**src/rtl/clmul_pkg.sv**
```systemverilog
// Shared types and widths for the carry-less multiplier arbiter.
// Operand width, result width and the sequencing FSM states.
package clmul_pkg;

  localparam int XLEN = 32;
  localparam int RLEN = 64;

  typedef enum logic [1:0] {
    IDLE  = 2'd0,
    START = 2'd1,
    WAIT  = 2'd2,
    RESP  = 2'd3
  } state_e;

endpackage

```
**src/rtl/clmul_rr_pick.sv**
```systemverilog
// Combinational round-robin picker: the first set request at or above ptr_i,
// wrapping around, wins. Produces a one-hot grant and the winner's index.
module clmul_rr_pick #(
  parameter int NREQ = 2,
  parameter int IDXW = (NREQ > 1) ? $clog2(NREQ) : 1
) (
  input  logic [NREQ-1:0] req_i,
  input  logic [IDXW-1:0] ptr_i,
  output logic [NREQ-1:0] gnt_o,
  output logic [IDXW-1:0] idx_o,
  output logic            any_o
);

  always_comb begin
    int j;
    j     = 0;
    gnt_o = '0;
    idx_o = '0;
    any_o = 1'b0;
    for (int i = 0; i < NREQ; i++) begin
      j = int'(ptr_i) + i;
      if (j >= NREQ) j = j - NREQ;
      if (!any_o && req_i[j]) begin
        any_o    = 1'b1;
        gnt_o[j] = 1'b1;
        idx_o    = IDXW'(j);
      end
    end
  end

endmodule

```
**src/rtl/clmul_arbiter.sv**
```systemverilog
// Shares one multi-cycle carry-less multiplier between NREQ requesters:
// round-robin grant, start pulse, watchdog abort and routed response.
module clmul_arbiter
  import clmul_pkg::*;
#(
  parameter int NREQ    = 2,
  parameter int TIMEOUT = 64
) (
  input  logic                 clock,
  input  logic                 resetn,
  input  logic [NREQ-1:0]      req_valid,
  output logic [NREQ-1:0]      req_ready,
  input  logic [NREQ-1:0]      req_mul,
  input  logic [XLEN*NREQ-1:0] req_rs1,
  input  logic [XLEN*NREQ-1:0] req_rs2,
  output logic [NREQ-1:0]      resp_valid,
  input  logic [NREQ-1:0]      resp_ready,
  output logic [RLEN-1:0]      resp_rd,
  output logic                 resp_err,
  output logic                 clmul_start,
  output logic                 clmul_mul,
  output logic [XLEN-1:0]      clmul_rs1,
  output logic [XLEN-1:0]      clmul_rs2,
  input  logic [RLEN-1:0]      clmul_rd,
  input  logic                 clmul_busy,
  input  logic                 clmul_done,
  output logic                 err_sticky
);

  localparam int IDXW = (NREQ > 1) ? $clog2(NREQ) : 1;
  localparam int CNTW = $clog2(TIMEOUT + 1);

  state_e            state_q, state_d;
  logic [IDXW-1:0]   ptr_q, ptr_d;
  logic [IDXW-1:0]   owner_q, owner_d;
  logic              mul_q, mul_d;
  logic [XLEN-1:0]   rs1_q, rs1_d;
  logic [XLEN-1:0]   rs2_q, rs2_d;
  logic [RLEN-1:0]   buf_q, buf_d;
  logic              err_q, err_d;
  logic              sticky_q, sticky_d;
  logic [CNTW-1:0]   cnt_q, cnt_d;
  logic [CNTW-1:0]   cnt_inc;

  logic [NREQ-1:0]   pick_gnt;
  logic [IDXW-1:0]   pick_idx;
  logic              pick_any;

  clmul_rr_pick #(.NREQ(NREQ), .IDXW(IDXW)) u_pick (
    .req_i (req_valid),
    .ptr_i (ptr_q),
    .gnt_o (pick_gnt),
    .idx_o (pick_idx),
    .any_o (pick_any)
  );

  assign clmul_mul  = mul_q;
  assign clmul_rs1  = rs1_q;
  assign clmul_rs2  = rs2_q;
  assign resp_rd    = buf_q;
  assign resp_err   = err_q;
  assign err_sticky = sticky_q;
  assign cnt_inc    = cnt_q + CNTW'(1);

  always_comb begin
    state_d     = state_q;
    ptr_d       = ptr_q;
    owner_d     = owner_q;
    mul_d       = mul_q;
    rs1_d       = rs1_q;
    rs2_d       = rs2_q;
    buf_d       = buf_q;
    err_d       = err_q;
    sticky_d    = sticky_q;
    cnt_d       = cnt_q;
    req_ready   = '0;
    resp_valid  = '0;
    clmul_start = 1'b0;
    case (state_q)
      IDLE: begin
        if (pick_any && !clmul_busy) begin
          req_ready = pick_gnt;
          owner_d   = pick_idx;
          mul_d     = req_mul[pick_idx];
          rs1_d     = req_rs1[XLEN*pick_idx +: XLEN];
          rs2_d     = req_rs2[XLEN*pick_idx +: XLEN];
          ptr_d     = (pick_idx == IDXW'(NREQ - 1)) ? '0 : pick_idx + IDXW'(1);
          state_d   = START;
        end
      end
      START: begin
        clmul_start = 1'b1;
        cnt_d       = '0;
        state_d     = WAIT;
      end
      WAIT: begin
        // The count includes the current cycle, so the abort lands on the
        // TIMEOUT-th WAIT cycle; a done in that same cycle still wins.
        cnt_d = cnt_inc;
        if (clmul_done) begin
          buf_d   = clmul_rd;
          err_d   = 1'b0;
          state_d = RESP;
        end else if (cnt_inc == CNTW'(TIMEOUT)) begin
          buf_d    = '0;
          err_d    = 1'b1;
          sticky_d = 1'b1;
          state_d  = RESP;
        end
      end
      RESP: begin
        resp_valid[owner_q] = 1'b1;
        if (resp_ready[owner_q]) state_d = IDLE;
      end
      default: state_d = IDLE;
    endcase
  end

  always_ff @(posedge clock or negedge resetn) begin
    if (!resetn) begin
      state_q  <= IDLE;
      ptr_q    <= '0;
      owner_q  <= '0;
      mul_q    <= 1'b0;
      rs1_q    <= '0;
      rs2_q    <= '0;
      buf_q    <= '0;
      err_q    <= 1'b0;
      sticky_q <= 1'b0;
      cnt_q    <= '0;
    end else begin
      state_q  <= state_d;
      ptr_q    <= ptr_d;
      owner_q  <= owner_d;
      mul_q    <= mul_d;
      rs1_q    <= rs1_d;
      rs2_q    <= rs2_d;
      buf_q    <= buf_d;
      err_q    <= err_d;
      sticky_q <= sticky_d;
      cnt_q    <= cnt_d;
    end
  end

endmodule
```
**config.mk**
```make
export PLATFORM = sky130hd
export DESIGN_NAME = clmul_arbiter
export DESIGN_NICKNAME = d
export VERILOG_FILES = /design/src/rtl/clmul_pkg.sv /design/src/rtl/clmul_rr_pick.sv /design/src/rtl/clmul_arbiter.sv
export SDC_FILE = /design/constraint.sdc
export NUM_CORES = 1
export LEC_CHECK = 0
export ABC_AREA = 1
export BUFFER_PORTS_ARGS = -buffer_cell sky130_fd_sc_hd__buf_4
export CORE_AREA = 2 2 130 132
export DETAILED_ROUTE_END_ITERATION = 8
export DIE_AREA = 0 0 132 134
export GPL_TIMING_DRIVEN = 0
export PLACE_DENSITY = 0.71
export REMOVE_ABC_BUFFERS = 1
export SLEW_MARGIN = 0
export SYNTH_ARGS = -nofsm -noshare
export SYNTH_HDL_FRONTEND = slang
export SYNTH_SLANG_ARGS = --single-unit
```
**constraint.sdc**
```tcl
create_clock -name clock -period 1.8 [get_ports clock]
set_input_delay 0.09 -clock clock [delete_from_list [all_inputs] [get_ports clock]]
set_output_delay 0.09 -clock clock [all_outputs]
set_load 0.02 [all_outputs]
```
* Word-level counts from Yosys, hierarchy flattened *
Cells that the tools add are included.

word-level totals
  output and inout port bits = 136
  register bits after elaboration = 142
  input port bits = 202
  word-level logic and storage cells = 88

cells by class
  mux-type cells = 39
  bitwise operators = 2
  magnitude comparators = 9
  add/subtract/negate cells = 5
  shift-type cells = 2
  equality and inequality tests = 7
  reductions and logical operators = 14

operators with widths
  kind                                                                number
  two-way mux 64 bit                                                  2
  indexed part select 64 x 7 -> 32 bit                                2
  greater-or-equal comparator 32 x 1 -> 1 bit, second input constant  2
  less-than comparator 32 x 3 -> 1 bit, second input constant         2
  two-way mux 32 bit                                                  2
  greater-or-equal comparator 32 x 3 -> 1 bit, second input constant  1
  subtractor 32 x 3 -> 32 bit, second input constant                  1
  two-way mux 1 bit                                                   21
  two-way mux 2 bit                                                   9
  case mux 7 bit (2 select lines)                                     1
  case mux 2 bit (4 select lines)                                     1
  adder 7 x 1 -> 7 bit, second input constant                         1
  equality test 7 bit, second input constant                          1
  AND reduction 3 bit                                                 2
  logical AND 1 bit                                                   5
  equality test 2 bit, second input constant                          2
  less-than comparator 1 x 2 -> 1 bit, second input constant          2
  inequality test 2 bit, second input constant                        2
  AND reduction 2 bit                                                 2
  nonzero test 2 bit                                                  2
  demux 1 bit (select 1 bit)                                          3
  inequality test 3 bit, second input constant                        1
  subtractor 1 x 2 -> 3 bit, second input constant                    1
  adder 1 x 1 -> 2 bit, second input constant                         1
  other kinds (8)                                                     9

* Longest topological paths before layout *
  depth in word-level cells = 12
  depth in mapped cells = 11
  depth with buffers taken out = 11

* By module *
From an unflattened synthesis, not the netlist that was laid out.

second synthesis, totals
  cell total of the unflattened synthesis = 744
  area, all modules = 6278.5 µm²

by module, submodules not included
  module         area each (µm²)  times used  cells an instance  seq. area each (µm²)
  clmul_arbiter  6223.5           1           730                3553.4
  clmul_rr_pick  55.1             1           14                 0.0

* Least setup slack after synthesis *
Ideal clock, no wire load.

  kind = reg-to-reg
  start point = reg state_q[0]
  end point = reg mul_q (netlist: clmul_mul)
  period minus slack after synthesis = 1.700 ns
  arrival time = 1.631 ns
  required time = 1.731 ns
  path buffers = 2
  cell stages (with the launch flop) = 11
  slack = 0.100 ns
  setup time = 0.069 ns
  cell sequence = dfrtp_1 inv_1 ha_1 inv_1 nor3_2 nand2_1 inv_1 buf_2 buf_1 nand2_1 nand3_1

between the ends
  cells in the longest elaborated chain, start to end = 2

ends and longest elaborated chain
  what                                  line                  source
  start, declared                       clmul_arbiter.sv:33   state_e state_q, state_d;
  start signal, assigned                clmul_arbiter.sv:132  state_q <= state_d;
  zero test 2 bit                       clmul_arbiter.sv:79   case (state_q)
  AND reduction 2 bit (no source line)  n/a
  end signal, assigned                  clmul_arbiter.sv:135  mul_q <= mul_d;
  end, declared                         clmul_arbiter.sv:36   logic mul_q, mul_d;

Every way passes these cells.
A chain may end at the register's enable or synchronous reset.

* Worst setup path after layout *
  start point = reg state_q[1]
  end point = out req_ready[1]

between the ends
  cells in the longest elaborated chain, start to end = 2

ends and longest elaborated chain
  what               line                 source
  zero test 2 bit    clmul_arbiter.sv:79
  two-way mux 2 bit  clmul_arbiter.sv:79
  end, declared      clmul_arbiter.sv:12  output logic [NREQ-1:0] req_ready,

Every way passes these cells.

==> results by group <==
Placement
  – Dpl hpwl: 14100 microns
  – PortBufs: 337
  – Placer's final routability congestion estimate: 0.829
  – Pre-CTS setup slack: -1.41 ns
  – Area of placed instances: 0.00877 sq mm

Layout
  – Share of cells above drive strength 1: 0.378
  – Area occupied by registers: 0.00355 sq mm
  – Final std cell area, no fill: 0.0124 sq mm
  – Filler Cell Count: 940
  – Multi-input gate area in the final layout: 0.00272 sq mm
  – Number of nets in the final layout: 1497
  – Relative area change from synthesis to final layout: 104%

Critical path
  – Kind of cell adding the most delay to the critical path: buffers and inverters
  – Endpoint class of the critical path: output port
  – Critical path arrival: 1.92 ns
  – Required time at the worst-slack endpoint: 1.71 ns
  – Worst flop-to-flop path startpoint: state_q[1]
  – Critical setup path kind: register to output port
  – Terminus of the critical flop-to-flop path: clmul_rs2[18]
  – Launching element type of the critical path: register
  – Highest net fanout along the worst path: 2
  – Buffering stage count on the worst path with inverters included: 5
  – Critical Path, Cell by Cell: inv_2 > ha_4 > inv_2 > nor3_4 > bufinv_16 > or2_4 > inv_16 > buf_8
  – Critical Path Max Stage Delay: 0.40 ns
  – Cell depth of the worst flop-to-flop path: 10
  – Cell with the biggest individual delay on the critical path: sky130_fd_sc_hd__dfrtp_1
  – R2R setup slack: -0.20 ns
  – CP most frequent cell: sky130_fd_sc_hd__inv_2

Global routing
  – Global-route wire length before repair: 45000 microns
  – Largest net degree at the start of global routing: 84
  – Vias in the first global route: 8246
  – GR Util All Layers: 0.327
  – Antenna violations before repair: 5
  – Remaining Overflow, GRT: 0

Timing
  – Fmax: 498 MHz
  – Post-route clock period utilization: 1.12
  – Max-slew headroom: 0.455
  – Final Hold Viols: 0
  – PnR worst setup slack: -0.208 ns
  – Final-report setup violation count: 128
  – Transition time at the pin with the least slew margin: 0.818 ns
  – Fin crit period: 2.01 ns
  – Final worst clock skew: 0.0123 ns
  – Unrepaired setup endpoints after global routing: true
  – Final count of pins violating max slew: 0

Clock tree
  – Sink Count: 142
  – Clk root buf: sky130_fd_sc_hd__clkbuf_16
  – Number of levels the H-tree was split into: 4
  – Clock tree from TritonCTS: yes
  – Clk buf depth: 2
  – Clock Pin Slew Worst Setup and Hold Paths: 0.05 ns
  – Number of buffers created by CTS: 17
  – Skew-Pair Late Insertion Delay: 0.41 ns

Synth
  – Top-count cell post-synth: sky130_fd_sc_hd__nand2_1
  – Main area contributors after synthesis: sky130_fd_sc_hd__dfrtp_1 58%, sky130_fd_sc_hd__nand2_1 22%, sky130_fd_sc_hd__nand3_1 11%
  – Number of flops mapped to enable cells by yosys: 0
  – Cell type contributing the most total cell area after synthesis: sky130_fd_sc_hd__dfrtp_1
  – Mean instance size in the synthesized netlist: 8.39 sq um
  – Top cell type's share of synthesized area: 0.584
  – Number of different library cells in the post-synthesis netlist: 26
  – Primary flip-flop cell chosen by synthesis mapping: sky130_fd_sc_hd__dfrtp_1
  – Synthesized flop and latch total: 142
  – List of most frequent post-synthesis cells: 353 x sky130_fd_sc_hd__nand2_1, 142 x sky130_fd_sc_hd__dfrtp_1, 134 x sky130_fd_sc_hd__nand3_1
  – Fraction of synthesis flops using an asynchronous set or reset pin: 1.00
  – Netlist area before placement: 0.00608 sq mm
  – Total number of yosys warnings: 0
  – Proportion of synthesized chip area in sequential cells: 0.584
  – Post-synthesis instance total: 725

Job
  – Maximum Capacitance Violations: 0

Routing
  – Routed wire length: 31300 microns
  – Ratio of routed vias to standard cells: 5.32
  – Antenna violation net count after detailed routing: 0
  – Count of vias placed by the detailed router: 8121
  – DR iter-0 viols: 516
  – Remaining design rule violation count: 0
  – DR WL/cell: 20.5 microns
  – DRT Pass-1 Iters: 5

Die
  – Die X-Extent: 132 microns
  – Total Die Area: 0.0177 sq mm
  – Boundary Pins: 338
  – Starting utilization of the core area: 0.373
  – Die boundary height: 134 microns
  – Area inside the core boundary: 0.0163 sq mm
  – Number of cell rows: 47

Min path
  – Min-Delay Endpoint: ptr_q
  – Classification of the worst-slack hold path: input pin to register
  – Worst hold path depth: 4
  – Startpoint of the most critical hold path: req_valid[1]

Pwr
  – Static leakage: 6.30 nW
  – VDD IR-drop max: 0.00101 V
  – Power density of the placed cells: 1430 mW/mm^2

Status
  – Run status: finished, violations left
  – Failing checks: negative setup slack
==> repair_timing <==
action / 4_1_cts / 5_1_grt
cloned: 12 / 8
buffers inserted: 17 / 13
pin swaps: 6 / 24
gates resized for setup: 46 / 76
hold buffers: 196 / 0
endpoints found under the hold margin: 212 / 0
endpoints found under the setup margin: 135 / 135
==> per-layer routing <==
metal  wire (microns)  part of all wire  track usage
met5                0                 0            0
met4             2220             0.071        0.214
met3             3000             0.096       0.0971
met2            15300              0.49        0.551
met1            10700              0.34        0.362
==> flip-flops by register name, summed over array words and instances (netlist names) <==
signal	flops
resp_err	1
state_q	2
ptr_q	1
clmul_mul	1
clmul_rs2	32
err_sticky	1
clmul_rs1	32
owner_q	1
resp_rd	64
cnt_q	7
==> kinds of logic (layout without fill, tap and decap cells) <==
family | after synthesis | after routing | share of synthesized area
simple gates | 501 | 508 | 0.341
fa+ha+maj | 6 | 6 | 0.0123
flops | 142 | 142 | 0.584
buf+inv | 61 | 629 | 0.0469
compound gates | 14 | 14 | 0.0138
xor+xnor | 1 | 1 | 0.00144
other cells | 0 | 6 | 0
==> worst min-delay path: cells and delay by family <==
kind,cells,cell delay (ns)
simple gates,2,0.19
compound gates,1,0.15
buf+inv,1,0.08
==> power by group <==
group          leakage (nW)  switching, W  internal, W  total, W
combinational          4.26       0.00501      0.00377   0.00879
clock                 0.261       0.00138      0.00196   0.00335
sequential             1.79       0.00104      0.00460   0.00564
total                  6.30       0.00744       0.0103    0.0178
==> placed cells by master, fill, tap and decap left out, types with 2 or more instances in the layout <==
cell type / count
sky130_fd_sc_hd__nand2_1: 342
sky130_fd_sc_hd__nand2_2: 9
sky130_fd_sc_hd__nand3_1: 89
sky130_fd_sc_hd__clkinv_2: 2
sky130_fd_sc_hd__clkbuf_8: 2
sky130_fd_sc_hd__a21oi_1: 2
sky130_fd_sc_hd__inv_6: 6
sky130_fd_sc_hd__inv_8: 2
sky130_fd_sc_hd__buf_4: 351
sky130_fd_sc_hd__o21bai_1: 2
sky130_fd_sc_hd__nor2_1: 6
sky130_fd_sc_hd__dlygate4sd3_1: 196
sky130_fd_sc_hd__ha_1: 3
sky130_fd_sc_hd__buf_8: 3
sky130_fd_sc_hd__inv_1: 12
sky130_fd_sc_hd__buf_16: 4
sky130_fd_sc_hd__clkinvlp_4: 3
sky130_fd_sc_hd__nand3_2: 41
sky130_fd_sc_hd__nand3_4: 12
sky130_fd_sc_hd__diode_2: 6
sky130_fd_sc_hd__buf_12: 6
sky130_fd_sc_hd__dfrtp_1: 142
sky130_fd_sc_hd__ha_4: 2
sky130_fd_sc_hd__o21ai_0: 7
sky130_fd_sc_hd__clkbuf_1: 2
sky130_fd_sc_hd__bufinv_16: 2
sky130_fd_sc_hd__clkbuf_16: 20
sky130_fd_sc_hd__clkinv_4: 2
sky130_fd_sc_hd__inv_2: 3
sky130_fd_sc_hd__buf_6: 9
sky130_fd_sc_hd__nor2_4: 2
==> stage by stage <==
stage	utilization	std cells	hold WS (ns)	power [W]	TNS, ns
2_1_floorplan	-	683	-0.206	0.00908	-124.02
3_3_place_gp	0.532	1240	0.290	0.0124	-284.22
3_5_place_dp	0.538	1244	0.217	0.0126	-143.40
4_1_cts	0.723	1499	0.104	0.0169	-8.67
5_1_grt	0.761	1525	0.183	0.0185	-18.88
6_report	0.761	1526	0.158	0.0178	-9.42
==> worst max path at each step <==
stage,to,startpoint,cells after the start,slack [ns]
after global placement,resp_rd[45],state_q[0],6,-3.10
after floorplan,resp_err,state_q[0],5,-1.36
after CTS,req_ready[1],state_q[0],8,-0.25
final,req_ready[1],state_q[1],8,-0.21
after global routing,req_ready[1],state_q[1],8,-0.26
after detailed placement,clmul_rs2[18],state_q[0],9,-1.41
==> layout make-up <==
cell class	count	area share
clock inverter	9	0.00717
antenna	6	0.00121
timing repair inverter	7	0.00596
sequential	142	0.287
timing repair buffer	573	0.410
clock buffer	21	0.0372
multi-input combinational	529	0.220
inverter	19	0.00979
tap	220	0.0222
Power figures use the tool's default switching activity.
